==> config.mk <==
export PLATFORM = sky130hd
export DESIGN_NAME = multicycle_controller
export DESIGN_NICKNAME = d
export VERILOG_FILES = /design/src/rtl/multicycle_controller.sv
export SDC_FILE = /design/constraint.sdc
export NUM_CORES = 1
export LEC_CHECK = 0
export ABC_AREA = 1
export ABC_CLOCK_PERIOD_IN_PS = 1600
export CAP_MARGIN = 40
export CORE_UTILIZATION = 29
export DETAILED_ROUTE_END_ITERATION = 12
export GPL_ROUTABILITY_DRIVEN = 0
export PLACE_DENSITY = 0.71
export SYNTH_ARGS = -nofsm -noshare
export SYNTH_HDL_FRONTEND = slang
export SYNTH_SLANG_ARGS = --single-unit
==> constraint.sdc <==
create_clock -name clk -period 1.6 [get_ports clk]
set_input_delay 0.32 -clock clk [delete_from_list [all_inputs] [get_ports clk]]
set_output_delay 0.32 -clock clk [all_outputs]
set_load 0.01 [all_outputs]
==> src/rtl/multicycle_controller.sv <==
// rtl/multicycle_controller.sv - multi-cycle RV32I control FSM with immediate and ALU-control decode (optional MC_ILLEGAL_TRAP_EN: unknown opcodes trap to HALT)
module multicycle_controller (
    input  logic       clk,
    input  logic       rst_n,
    input  logic [6:0] opcode,
    input  logic [2:0] funct3,
    input  logic [6:0] funct7,
    input  logic       Zero,
    output logic       PCWrite,
    output logic       AdrSrc,
    output logic       MemWrite,
    output logic       IRWrite,
    output logic [1:0] ResultSrc,
    output logic [1:0] ALUSrcA,
    output logic [1:0] ALUSrcB,
    output logic [2:0] ALUControl,
    output logic [1:0] ImmSrc,
    output logic       RegWrite,
    output logic       Illegal,
    output logic [3:0] State
);

    typedef enum logic [3:0] {
        S_FETCH    = 4'd0,
        S_DECODE   = 4'd1,
        S_MEMADR   = 4'd2,
        S_MEMREAD  = 4'd3,
        S_MEMWB    = 4'd4,
        S_MEMWRITE = 4'd5,
        S_EXECUTER = 4'd6,
        S_EXECUTEI = 4'd7,
        S_ALUWB    = 4'd8,
        S_BEQ      = 4'd9,
        S_JAL      = 4'd10,
        S_HALT     = 4'd11
    } state_t;

    localparam logic [6:0] OP_LW   = 7'b0000011;
    localparam logic [6:0] OP_SW   = 7'b0100011;
    localparam logic [6:0] OP_R    = 7'b0110011;
    localparam logic [6:0] OP_I    = 7'b0010011;
    localparam logic [6:0] OP_BEQ  = 7'b1100011;
    localparam logic [6:0] OP_JAL  = 7'b1101111;

    state_t     state_q;
    state_t     state_d;
    logic       pc_update;
    logic       branch;
    logic       mem_write_raw;
    logic       ir_write_raw;
    logic       reg_write_raw;
    logic [1:0] alu_op;

    // Only funct7[5] distinguishes add/sub; the rest of the field is ignored.
    logic       unused_funct7;
    assign unused_funct7 = ^{funct7[6], funct7[4:0]};

    // State register; reset lands in FETCH immediately, aborting any instruction.
    always_ff @(posedge clk or negedge rst_n) begin
        if (!rst_n) begin
            state_q <= S_FETCH;
        end else begin
            state_q <= state_d;
        end
    end

    // Next-state selection and Moore datapath controls for the current state.
    always_comb begin
        state_d       = S_FETCH;
        pc_update     = 1'b0;
        branch        = 1'b0;
        AdrSrc        = 1'b0;
        mem_write_raw = 1'b0;
        ir_write_raw  = 1'b0;
        reg_write_raw = 1'b0;
        ResultSrc     = 2'b00;
        ALUSrcA       = 2'b00;
        ALUSrcB       = 2'b00;
        alu_op        = 2'b00;
        case (state_q)
            S_FETCH: begin
                ir_write_raw = 1'b1;
                ALUSrcB      = 2'b10;
                ResultSrc    = 2'b10;
                pc_update    = 1'b1;
                state_d      = S_DECODE;
            end
            S_DECODE: begin
                ALUSrcA = 2'b01;
                ALUSrcB = 2'b01;
                case (opcode)
                    OP_LW, OP_SW: state_d = S_MEMADR;
                    OP_R:         state_d = S_EXECUTER;
                    OP_I:         state_d = S_EXECUTEI;
                    OP_BEQ:       state_d = S_BEQ;
                    OP_JAL:       state_d = S_JAL;
`ifdef MC_ILLEGAL_TRAP_EN
                    default:      state_d = S_HALT;
`else
                    default:      state_d = S_FETCH;
`endif
                endcase
            end
            S_MEMADR: begin
                ALUSrcA = 2'b10;
                ALUSrcB = 2'b01;
                state_d = opcode[5] ? S_MEMWRITE : S_MEMREAD;
            end
            S_MEMREAD: begin
                AdrSrc  = 1'b1;
                state_d = S_MEMWB;
            end
            S_MEMWB: begin
                ResultSrc     = 2'b01;
                reg_write_raw = 1'b1;
                state_d       = S_FETCH;
            end
            S_MEMWRITE: begin
                AdrSrc        = 1'b1;
                mem_write_raw = 1'b1;
                state_d       = S_FETCH;
            end
            S_EXECUTER: begin
                ALUSrcA = 2'b10;
                alu_op  = 2'b10;
                state_d = S_ALUWB;
            end
            S_EXECUTEI: begin
                ALUSrcA = 2'b10;
                ALUSrcB = 2'b01;
                alu_op  = 2'b10;
                state_d = S_ALUWB;
            end
            S_ALUWB: begin
                reg_write_raw = 1'b1;
                state_d       = S_FETCH;
            end
            S_BEQ: begin
                ALUSrcA = 2'b10;
                alu_op  = 2'b01;
                branch  = 1'b1;
                state_d = S_FETCH;
            end
            S_JAL: begin
                ALUSrcA   = 2'b01;
                ALUSrcB   = 2'b10;
                pc_update = 1'b1;
                state_d   = S_ALUWB;
            end
`ifdef MC_ILLEGAL_TRAP_EN
            S_HALT: begin
                state_d = S_HALT;
            end
`endif
            default: begin
                state_d = S_FETCH;
            end
        endcase
    end

    // Immediate format follows the opcode in every state.
    always_comb begin
        ImmSrc = 2'b00;
        case (opcode)
            OP_SW:   ImmSrc = 2'b01;
            OP_BEQ:  ImmSrc = 2'b10;
            OP_JAL:  ImmSrc = 2'b11;
            default: ImmSrc = 2'b00;
        endcase
    end

    // ALU operation: add for address/PC math, sub for beq, funct-decoded for ALU ops.
    always_comb begin
        ALUControl = 3'b000;
        case (alu_op)
            2'b00: ALUControl = 3'b000;
            2'b01: ALUControl = 3'b001;
            2'b10: begin
                case (funct3)
                    3'b000:  ALUControl = (opcode[5] & funct7[5]) ? 3'b001 : 3'b000;
                    3'b010:  ALUControl = 3'b101;
                    3'b110:  ALUControl = 3'b011;
                    3'b111:  ALUControl = 3'b010;
                    default: ALUControl = 3'b000;
                endcase
            end
            default: ALUControl = 3'b000;
        endcase
    end

    // Write enables are gated by reset so an asserted reset kills them in the same cycle.
    assign PCWrite  = rst_n & (pc_update | (branch & Zero));
    assign MemWrite = rst_n & mem_write_raw;
    assign IRWrite  = rst_n & ir_write_raw;
    assign RegWrite = rst_n & reg_write_raw;
    assign State    = state_q;

`ifdef MC_ILLEGAL_TRAP_EN
    assign Illegal = (state_q == S_HALT);
`else
    assign Illegal = 1'b0;
`endif

endmodule

== Word level (Yosys, flattened, before mapping) ==
Index checks and enable logic that the tools add are counted.

* Flip-flop bits (word level): 4
* Output and inout port bits: 21
* Word-level logic and storage cells: 57
* Input bits: 20

* Bitwise gates (word level): 7
* Reductions and logical operators: 11
* Eq/ne operators: 21
* Multiplexer cells: 17

{| class="wikitable"
|+ Operators by type and width
! kind !! number
|-
| 4-bit case mux with 5 select lines || 2
|-
| 4-bit by 3-bit equality test with 1-bit output (second input constant) || 4
|-
| 2-bit case mux with 2 select lines || 4
|-
| 7-bit by 6-bit equality test with 1-bit output (second input constant) || 2
|-
| 7-bit equality test (second input constant) || 2
|-
| 4-bit equality test (second input constant) || 3
|-
| 3-bit case mux with 4 select lines || 1
|-
| 2-bit OR reduction || 6
|-
| 4-bit by 2-bit equality test with 1-bit output (second input constant) || 2
|-
| 7-bit by 2-bit equality test with 1-bit output (second input constant) || 1
|-
| 7-bit by 5-bit equality test with 1-bit output (second input constant) || 1
|-
| 1-bit two-way mux || 7
|-
| 1-bit bitwise AND || 6
|-
| 3-bit equality test (second input constant) || 2
|-
| 2-bit case mux with 3 select lines || 1
|-
| 3-bit case mux with 2 select lines || 1
|-
| 3-bit OR reduction || 2
|-
| 4-bit by 1-bit equality test with 1-bit output (second input constant) || 1
|-
| 4-bit zero test || 1
|-
| 4-bit OR reduction || 1
|-
| 3-bit by 2-bit equality test with 1-bit output (second input constant) || 1
|-
| 3-bit zero test || 1
|-
| 3-bit two-way mux || 1
|-
| 2-bit by 1-bit equality test with 1-bit output (second input constant) || 1
|-
| other kinds (2) || 2
|}

== Depth between registers and ports, before layout ==
* Depth in word-level cells: 5
* Depth in mapped cells: 7
* Depth with buffers taken out: 7

== Worst setup path before layout ==
No wires, ideal clock.

* Path kind: register to output
* Start: register state_q[3] (netlist: State[3])
* End: output port ALUControl[2]
* Setup slack: -0.214 ns
* Cell stages (with the launch flop): 7
* Path buffers: 0
* Data arrival time: 1.494 ns
* Cells stage by stage: dfrtp_1 -> inv_2 -> nand2_2 -> nor2_4 -> inv_2 -> ha_1 -> nor4_1

* Word-level cells in the longest chain between the ends: 5
* Elaborated cells on any way between the ends: 8
* Those cells by class: eq/ne: 5; mux: 2; reduce/logical: 1

{| class="wikitable"
|+ RTL lines
! item !! line !! RTL
|-
| start: declaration || 45 || <nowiki>state_t state_q;</nowiki>
|-
| start signal: assignment || 63 || <nowiki>state_q <= state_d;</nowiki>
|-
| 4-bit by 3-bit equality test with 1-bit output || 80 || <nowiki>case (state_q)</nowiki>
|-
| 2-bit OR reduction (no source line) || - ||
|-
| 2-bit case mux with 2 select lines * || 80 ||
|-
| 2-bit equality test / 2-bit by 1-bit equality test with 1-bit output (equally long branches) || 175 || <nowiki>case (alu_op)</nowiki>
|-
| 3-bit case mux with 2 select lines * || 175 ||
|-
| end: declaration || 16 || <nowiki>output logic [2:0] ALUControl,</nowiki>
|}

Every way passes the cells marked *; elsewhere a longest branch is shown, timed or not.

== Final worst setup path ==
* Start: register state_q[1] (netlist: State[1])
* End: output port ALUControl[2]

Same word-level chain as after synthesis.

==> impl_metrics.sql <==
INSERT INTO impl_metrics (metric_group, metric, value, unit) VALUES
('synth', 'yosys.cell_types.count', '21', ''),
('placed_design', 'detailed_place_hpwl', '1430', 'µm'),
('cts', 'clock_insertion_delay_worst_skew', '230', 'ps'),
('worst_setup_path', 'rr_endpoint', 'State[2]', ''),
('floorplan', 'coreArea', '1727', 'µm²'),
('synth', 'synthesis.yosys.warnings', '0', ''),
('worst_setup_path', 'arrival', '1600', 'ps'),
('worst_setup_path', 'worst_setup_path_startpoint', 'State[1]', ''),
('synth', 'avgSynthCellArea', '5.922', 'µm²'),
('worst_setup_path', 'worstRegToRegCells', '10', ''),
('drt', 'remaining_drc_errors', '0', ''),
('timing', 'setup_violations', '13', ''),
('power', 'cellLeakagePower', '0.7259', 'nW'),
('cells_and_area', 'largest_register_ff_count', '4', ''),
('flow_run', 'drv.max_cap_violation_count', '0', ''),
('timing', 'final_max_slew_viol_count', '0', ''),
('drt', 'detail_route.wirelength', '2132', 'µm'),
('cts', 'clock-root-buffer', 'clkbuf_4', ''),
('drt', 'num_vias', '890', ''),
('worst_setup_path', 'setup.reg_to_reg.worst_slack', '70', 'ps'),
('cts', 'clkTransAtPathRegs', '40', 'ps'),
('drt', 'vias_per_cell', '4.518', ''),
('synth', 'synth_seq_area_share', '0.1878', ''),
('cells_and_area', 'final_cell_mix', '37 x buf_4, 19 x nand2_1, 12 x buf_2, 11 x buf_6', ''),
('synth', 'async_reset_ff_frac', '1.000', ''),
('worst_setup_path', 'type_of_the_worst_setup_path', 'flop to output pin', ''),
('floorplan', 'die_w', '44.87', 'µm'),
('floorplan', 'floorplan.die.height', '44.87', 'µm'),
('synth', 'synth_nets', '112', ''),
('timing', 'clk_skew', '0.1286', 'ps'),
('cts', 'htree_levels', '1', ''),
('timing', 'achievable-frequency', '0.5206', 'GHz'),
('worst_setup_path', 'worst-path-max-fanout', '4', ''),
('worst_setup_path', 'reg2reg_from', 'State[2]', ''),
('cells_and_area', 'mostFrequentLayoutCell', 'buf_4', ''),
('cells_and_area', 'post-route-util', '0.7884', ''),
('synth', 'ys_ff_latch', '4', ''),
('timing', 'fin_crit_sh', '1.200', ''),
('global_route', 'pin_count_of_the_biggest_net_entering_global_routing', '8', ''),
('drt', 'ant_nets', '0', ''),
('global_route', 'grt_util_all_layers', '0.2187', ''),
('worst_setup_path', 'critical_path_startpoint_category', 'flop', ''),
('synth', 'syn-instance-count', '90', ''),
('timing', 'rsz0062_at_grt', 'yes', ''),
('hold_path', 'timing.hold.worst.class', 'input pin to async pin', ''),
('placed_design', 'placed_area', '1145', 'µm²'),
('drt', 'dr.pass1.iters', '4', ''),
('cells_and_area', 'post-route-cell-area', '1361', 'µm²'),
('global_route', 'grt_antenna_before_repair', '0', ''),
('cts', 'clkSinkCount', '4', ''),
('cts', 'cts_hold_repair.buffers', '0', ''),
('placed_design', 'place.port_buffers', '33', ''),
('cells_and_area', 'layout.nets', '196', ''),
('worst_setup_path', 'critical_path.endpoint_type', 'output pin', ''),
('drt', 'dr.first_iter.drc_count', '11', ''),
('cells_and_area', 'drive_above_1_share', '0.6453', ''),
('timing', 'timing.final.crit_period', '1921', 'ps'),
('timing', 'worst_slack', '-320.7', 'ps'),
('cts', 'numCtsBuffers', '3', ''),
('global_route', 'gr-total-overflow', '0', ''),
('worst_setup_path', 'critPathRequiredTime', '1280', 'ps'),
('global_route', 'grt_pass1_wl', '3243', 'µm'),
('placed_design', 'detailedPlace.worstSlack', '-548.6', 'ps'),
('cts', 'bufs_on_longest_clock_path', '2', ''),
('power', 'vdd_ir_drop_max', '0.3610', 'mV'),
('drt', 'detailed_route_wire_length_per_cell', '10.82', 'µm'),
('synth', 'edff_count_synth', '0', ''),
('power', 'power_density_cells', '781.4', 'nW/µm²'),
('status', 'violations', 'negative setup slack', ''),
('cells_and_area', 'antenna-diode-count', '0', ''),
('synth', 'synth_top_flop_cell', 'dfrtp_1', ''),
('cts', 'cts_tree', 'built', ''),
('floorplan', 'io-pin-count', '41', ''),
('global_route', 'grt_pass1_vias', '828', ''),
('floorplan', 'fp-row-count', '15', ''),
('floorplan', 'initial_core_util', '0.3087', ''),
('floorplan', 'fp.dieArea', '2013', 'µm²'),
('cells_and_area', 'area_delta_synth_final', '155.4', '%'),
('timing', 'hold_viol_final', '0', ''),
('status', 'status', 'complete, but fails checks', ''),
('synth', 'syn-cell-area', '533.0', 'µm²'),
('cells_and_area', 'num-fill-cells', '136', '');
-- stage by stage --
stage	total power, mW	cells	hold slack [ps]	setup TNS [ps]
finish	1.064	197	458.5	-2268
global route	1.136	197	473.2	-2999
CTS	0.9899	194	427.7	-1988
detailed placement	0.8209	176	670.7	-4989
global placement	0.8109	176	679.9	-4798
floorplan	0.4165	90	24.41	-25.32
-- kinds of logic after synthesis --
kind of cell    count (synthesis)  share of synthesized area
buf+inv                        19                     0.1408
simple gates                   55                     0.5023
flops                           4                     0.1878
other cells                     1                   0.007035
compound gates                  9                     0.1150
fa+ha+maj                       2                    0.04694
-- repair_timing --
| item | 4_1_cts | 5_1_grt |
|---|---|---|
| resized for setup | 94 | 19 |
| setup endpoints to repair | 17 | 15 |
| setup buffers | 15 | 5 |
| pin swaps | 12 | 4 |
-- worst max path at each step --
stage,endpoint,slack (ps),cells past startpoint
2_1_floorplan,ALUControl[2],-30,6
4_1_cts,ALUControl[2],-350,7
6_report,ALUControl[2],-320,6
3_3_place_gp,ImmSrc[0],-520,6
5_1_grt,ALUControl[2],-400,7
3_5_place_dp,ImmSrc[0],-550,6
-- area by class of cell --
type | count | area [µm²] | share of cell area
Clock buffer | 3 | 22.52 | 0.01654
Inverter | 18 | 72.57 | 0.05331
Multi-Input combinational cell | 67 | 469.2 | 0.3447
Sequential cell | 4 | 105.1 | 0.07721
Tap cell | 25 | 31.28 | 0.02298
Timing Repair Buffer | 80 | 660.6 | 0.4853
-- routing by layer --
metal | routed length [µm] | GRT usage | vias up
li1 | - | - | 441
met2 | 1273 | 0.4412 | 35
met3 | 122 | 0.02800 | 4
met4 | 10 | 0.1030 | 0
met1 | 725 | 0.2157 | 410
met5 | 0 | 0 | -
-- worst max-delay path, stage by stage, from the launching register on --
cell and delay, ps:
dfrtp_2 420, inv_4 100, nand2_4 60, nor2_4 170, ha_4 230, nor4_4 230
buf_2 160
-- power by group --
group	total (mW)	switching (mW)	internal (mW)
registers	0.142	0.0213	0.121
clock network	0.124	0.0406	0.0839
logic	0.797	0.363	0.434
total	1.06	0.425	0.639
-- Yosys cell counts (2+ instances only) --
| master | instances | share of area |
|---|---|---|
| nand3_1 | 5 | 0.047 |
| nor2_4 | 4 | 0.085 |
| dfrtp_1 | 4 | 0.19 |
| nand2_2 | 4 | 0.047 |
| a21oi_1 | 5 | 0.047 |
| ha_1 | 2 | 0.047 |
| nor2_1 | 10 | 0.070 |
| nand2_1 | 26 | 0.18 |
| inv_2 | 6 | 0.042 |
| nand4_1 | 2 | 0.023 |
| inv_1 | 12 | 0.085 |
(Power assumes the default switching activity.)
==> variant 1 (same flow settings) <==
Add an input register stage for `opcode`, `funct3`, `funct7` and `Zero`; this delays them by one clock.
--- a/src/rtl/multicycle_controller.sv
+++ b/src/rtl/multicycle_controller.sv
@@ -44,2 +44,14 @@
 
+    logic [6:0] opcode_q;
+    logic [2:0] funct3_q;
+    logic [6:0] funct7_q;
+    logic Zero_q;
+
+    always_ff @(posedge clk) begin
+        opcode_q <= opcode;
+        funct3_q <= funct3;
+        funct7_q <= funct7;
+        Zero_q   <= Zero;
+    end
+
     state_t     state_q;
@@ -55,3 +67,3 @@
     logic       unused_funct7;
-    assign unused_funct7 = ^{funct7[6], funct7[4:0]};
+    assign unused_funct7 = ^{funct7_q[6], funct7_q[4:0]};
 
@@ -90,3 +102,3 @@
                 ALUSrcB = 2'b01;
-                case (opcode)
+                case (opcode_q)
                     OP_LW, OP_SW: state_d = S_MEMADR;
@@ -106,3 +118,3 @@
                 ALUSrcB = 2'b01;
-                state_d = opcode[5] ? S_MEMWRITE : S_MEMREAD;
+                state_d = opcode_q[5] ? S_MEMWRITE : S_MEMREAD;
             end
@@ -163,3 +175,3 @@
         ImmSrc = 2'b00;
-        case (opcode)
+        case (opcode_q)
             OP_SW:   ImmSrc = 2'b01;
@@ -178,4 +190,4 @@
             2'b10: begin
-                case (funct3)
-                    3'b000:  ALUControl = (opcode[5] & funct7[5]) ? 3'b001 : 3'b000;
+                case (funct3_q)
+                    3'b000:  ALUControl = (opcode_q[5] & funct7_q[5]) ? 3'b001 : 3'b000;
                     3'b010:  ALUControl = 3'b101;
@@ -191,3 +203,3 @@
     // Write enables are gated by reset so an asserted reset kills them in the same cycle.
-    assign PCWrite  = rst_n & (pc_update | (branch & Zero));
+    assign PCWrite  = rst_n & (pc_update | (branch & Zero_q));
     assign MemWrite = rst_n & mem_write_raw;
Formal check against the unedited RTL: not equivalent (a bounded check fails within 4 cycles, from zero or initial values and one cycle with rst_n low).
==> variant 1 against the unedited design <==
  * The run still ends with negative setup slack left
  * Synthesized cell count is 14% higher
  * First-iteration DRC count is 27% lower
  * Die area is 38% higher
  * Synthesized area is 40% higher
  * Cell count is 3.0% higher
  * Routed wire length is 6.4% higher
  * Sequential cell count is 12 higher
  * Via count is 3.9% higher
  * Clock power is 78% higher
  * Worst setup slack worse by 0.050 ns
  * Power is 35% higher
  * Design area is 11% higher
  * Non-clock buffer count is 13 lower
  * Largest cell class unchanged
  * Largest power group unchanged
  * Highest routed layer unchanged
==> variant 1: results (changes against the unedited design) <==
| Metric | Value |
|---|---|
| CTS root buf | `clkbuf_4 (unchanged)` |
| FILL cells | `223 (was 136)` |
| Max VDD drop | `635 uV (was 361 uV)` |
| Pleak | `0.784 nW (was 0.726 nW)` |
| Failing checks | `negative setup slack (unchanged)` |
| Critical Path Fanout Max | `3 (was 4)` |
| Post-DP HPWL | `1520 um (was 1430 um)` |
| Worst-case reg-to-reg path depth | `9 (was 10)` |
| Via count | `925 (was 890)` |
| Number of global-route vias before repair | `869 (was 828)` |
| Largest net degree at the start of global routing | `10 (was 8)` |
| Num CTS Buffers | `3 (unchanged)` |
| Fin. max-slew vios | `0 (unchanged)` |
| Placement Setup Slack | `-0.501 ns (was -0.549 ns)` |
| Share of layout cells above drive strength 1 | `52.6% (was 64.5%)` |
| Setup violations, final | `14 (was 13)` |
| Post-synth ARST share | `25.0% (was 100%)` |
| Worst Hold Class | `in2async (unchanged)` |
| Wire length of the first global-routing pass | `3580 um (was 3240 um)` |
| Hold_buf cts | `0 (unchanged)` |
| Reg-to-reg critical path startpoint | `State[1] (was State[2])` |
| Ant diodes | `0 (unchanged)` |
| Primary FF master, synth | `dfxtp_1 (was dfrtp_1)` |
| GR Layer Usage met1 | `16.8% (was 21.6%)` |
| Max reg flops | `7 (was 4)` |
| Reg2reg end | `State[3] (was State[2])` |
| Post-CTS Resized | `98 (was 94)` |
| Syn Nets | `125 (was 112)` |
| Tot GR Track Use | `17.5% (was 21.9%)` |
| Setup bufs post-CTS | `7 (was 15)` |
| GRT met2 Usage | `35.2% (was 44.1%)` |
| Status | `complete, but fails checks (unchanged)` |
| Post-Route WL | `2270 um (was 2130 um)` |
| Reg clk slew, reported paths | `0.09 ns (was 0.04 ns)` |
| Top cells by count, synth | `24 x nand2_1, 16 x nor2_1, 12 x dfxtp_1, 12 x inv_1, 7 x nand3_1 (was 26 x nand2_1, 12 x inv_1, 10 x nor2_1)` |
| Setup ws final | `-0.370 ns (was -0.321 ns)` |
| Placed cell areas | `1300 um^2 (was 1140 um^2)` |
| M3 GR Usage | `3.77% (was 2.80%)` |
| Critical path arrival | `1.65 ns (was 1.60 ns)` |
| Initial detailed-routing violation count | `8 (was 11)` |
==> variant 1: routing by layer <==
layer  part of all wire [%]  routed length [um]
met3                    6.9                 157
met4                    2.0                  46
met5                      0                   0
met2                     56                1270
met1                     35                 797
==> variant 1: logic make-up (layout without fill, tap and decap cells) <==
family                     count (synthesis)  count (layout)  synth area share, %
AOI/OAI and AO/OA                          8               8                 6.36
adders and majority gates                  2               2                 3.35
buffers and inverters                     18              88                 9.55
DFF                                       16              16                 45.6
other                                      1               1                0.502
and+or+nand+nor                           58              58                 34.7
==> variant 1: layout make-up <==
type / instances / share of cell area, %
Timing Repair Buffer: 67 / 37.5
Multi-Input combinational cell: 69 / 30.9
Sequential cell: 16 / 22.7
Inverter: 17 / 4.71
Tap cell: 30 / 2.48
Clock buffer: 4 / 1.74
==> variant 1: where the power goes <==
group	internal, W	switching (W)	leakage [nW]
Sequential	0.000432	0.0000221	0.150
Clock	0.0000971	0.000124	0.0150
Combinational	0.000399	0.000364	0.620
==> variant 1: stage by stage <==
step                utilization (%)  TNS [ns]  std cells  hold slack [ns]  total power [W]
floorplan                         -   -0.0160        103           0.0244         0.000711
global placement               53.1     -4.47        189            0.571          0.00108
detailed placement             53.1     -4.55        189            0.592          0.00109
CTS                            58.3     -3.08        200            0.322          0.00140
global route                   61.6     -4.00        203            0.312          0.00153
finish                         61.6     -2.87        203            0.317          0.00144
==> variant 1: how the worst max path moves through the flow <==
stage,endpoint,cells past startpoint,startpoint,slack [ns]
6_report,ALUControl[0],10,State[2],-0.37
5_1_grt,ALUControl[0],10,State[2],-0.46
4_1_cts,ALUControl[0],9,State[3],-0.37
3_5_place_dp,ALUControl[0],10,State[2],-0.50
3_3_place_gp,ALUControl[0],10,State[2],-0.46
2_1_floorplan,ALUControl[1],6,State[0],-0.02
==> variant 2 (same settings) <==
Made on the original files. Register the outputs `PCWrite`, `MemWrite`, `IRWrite` and `RegWrite`, cleared by the reset; this adds one clock of latency there. The other outputs are not delayed to match.
--- a/src/rtl/multicycle_controller.sv
+++ b/src/rtl/multicycle_controller.sv
@@ -191,6 +191,15 @@
     // Write enables are gated by reset so an asserted reset kills them in the same cycle.
-    assign PCWrite  = rst_n & (pc_update | (branch & Zero));
-    assign MemWrite = rst_n & mem_write_raw;
-    assign IRWrite  = rst_n & ir_write_raw;
-    assign RegWrite = rst_n & reg_write_raw;
+    always_ff @(posedge clk or negedge rst_n) begin
+        if (!rst_n) begin
+            PCWrite  <= '0;
+            MemWrite <= '0;
+            IRWrite  <= '0;
+            RegWrite <= '0;
+        end else begin
+            PCWrite  <= rst_n & (pc_update | (branch & Zero));
+            MemWrite <= rst_n & mem_write_raw;
+            IRWrite  <= rst_n & ir_write_raw;
+            RegWrite <= rst_n & reg_write_raw;
+        end
+    end
     assign State    = state_q;
Behaviour: not the same (a bounded check fails within 4 cycles, from zero or initial values and one cycle with rst_n low).
==> variant 2 against the unedited design <==
  * The flow still finishes with violations (negative setup slack)
  * Via count is 2.4% higher
  * Sequential cell count is 4 higher
  * Worst setup slack worse by 0.062 ns
  * Register-to-register slack hardly changed
  * Design area is 4.8% higher
  * Power is 8.3% higher
  * Synthesized area is 12% higher
  * Routed wire length is 12% higher
  * Critical endpoint is now ALUControl[0]
==> variant 2: results (changes against the unedited design) <==
| Metric | Value |
|---|---|
| Critical path arrival | `1.66 ns (was 1.60 ns)` |
| Placed cell areas | `1180 um^2 (was 1140 um^2)` |
| Top delay family on crit path | `flip-flops (was simple AND/OR/NAND/NOR gates)` |
| Synth area leaders | `dfrtp_1 34%, nand2_1 17%, inv_1 11%, nor2_1 10%, nand3_1 6.7% (was dfrtp_1 19%, nand2_1 18%, inv_1 8.5%, nor2_4 8.5%, nor2_1 7.0%)` |
| Share of layout cells above drive strength 1 | `57.8% (was 64.5%)` |
| Syn Nets | `117 (was 112)` |
| Post-CTS Resized | `81 (was 94)` |
| Post-Route WL | `2380 um (was 2130 um)` |
| Initial detailed-routing violation count | `8 (was 11)` |
| Reg2reg end | `State[0] (was State[2])` |
| Status | `complete, but fails checks (unchanged)` |
| Number of global-route vias before repair | `874 (was 828)` |
| Final hold slack | `0.352 ns (was 0.458 ns)` |
| Post-Route M1 WL | `841 um (was 725 um)` |
| GR Layer Usage met1 | `24.8% (was 21.6%)` |
| Met3 wire len | `118 um (was 122 um)` |
| Mean Syn Cell Area | `6.26 um^2 (was 5.92 um^2)` |
| Comb pwr share | `62.1% (was 74.9%)` |
| Count of cell types in the netlist | `17 (was 21)` |
| Top cells by count, synth | `27 x nand2_1, 17 x inv_1, 16 x nor2_1 (was 26 x nand2_1, 12 x inv_1, 10 x nor2_1)` |
| Setup violations, final | `9 (was 13)` |
| Tot GR Track Use | `23.0% (was 21.9%)` |
| Pleak | `0.792 nW (was 0.726 nW)` |
| Failing checks | `negative setup slack (unchanged)` |
| Post-DP HPWL | `1540 um (was 1430 um)` |
| Final Skew | `0.0115 ns (was 0.000129 ns)` |
| Worst path depth | `8 (was 6)` |
| Net switching fraction of the power | `38.3% (was 40.0%)` |
| Clock share of power | `16.2% (was 11.7%)` |
| Avg Vias per Cell | `4.40 (was 4.52)` |
| Setup bufs post-CTS | `23 (was 15)` |
| Placement Setup Slack | `-0.552 ns (was -0.549 ns)` |
| Setup crit end | `ALUControl[0] (was ALUControl[2])` |
| Setup ws final | `-0.383 ns (was -0.321 ns)` |
| Placed cell count | `178 (was 176)` |
| GRT met2 Usage | `44.1% (about the same)` |
| M3 GR Usage | `3.08% (was 2.80%)` |
| Setup TNS | `-1.39 ns (was -2.27 ns)` |
| Sequential fraction of the synthesis area | `33.7% (was 18.8%)` |
-- variant 2: cell count changes after synthesis, moves of 2 or more --
cell / unedited run / this run
a21oi_1: 5 / 3
dfrtp_1: 4 / 8
inv_1: 12 / 17
inv_2: 6 / 2
nand2_2: 4 / 0
nand3_1: 5 / 8
nor2_1: 10 / 16
nor2_2: 1 / 3
nor2_4: 4 / 2
-- variant 2: cells by family (layout without fill, tap and decap cells) --
logic type,Yosys count,after routing,share of synthesized area [%]
AO/OA/AOI/OAI,4,4,3.37
adder cells (fa/ha/maj),2,2,4.21
buffers and inverters,20,105,13.3
flip-flops,8,8,33.7
other,1,1,0.631
AND/OR/NAND/NOR,60,60,44.8
-- variant 2: final cells by class --
class	count	area [um^2]
repair buffers	82	651
flip-flops and latches	8	204
clock buffers	4	26.3
well taps	27	33.8
multi-input cells	67	440
fillers	161	515
inverters	19	71.3
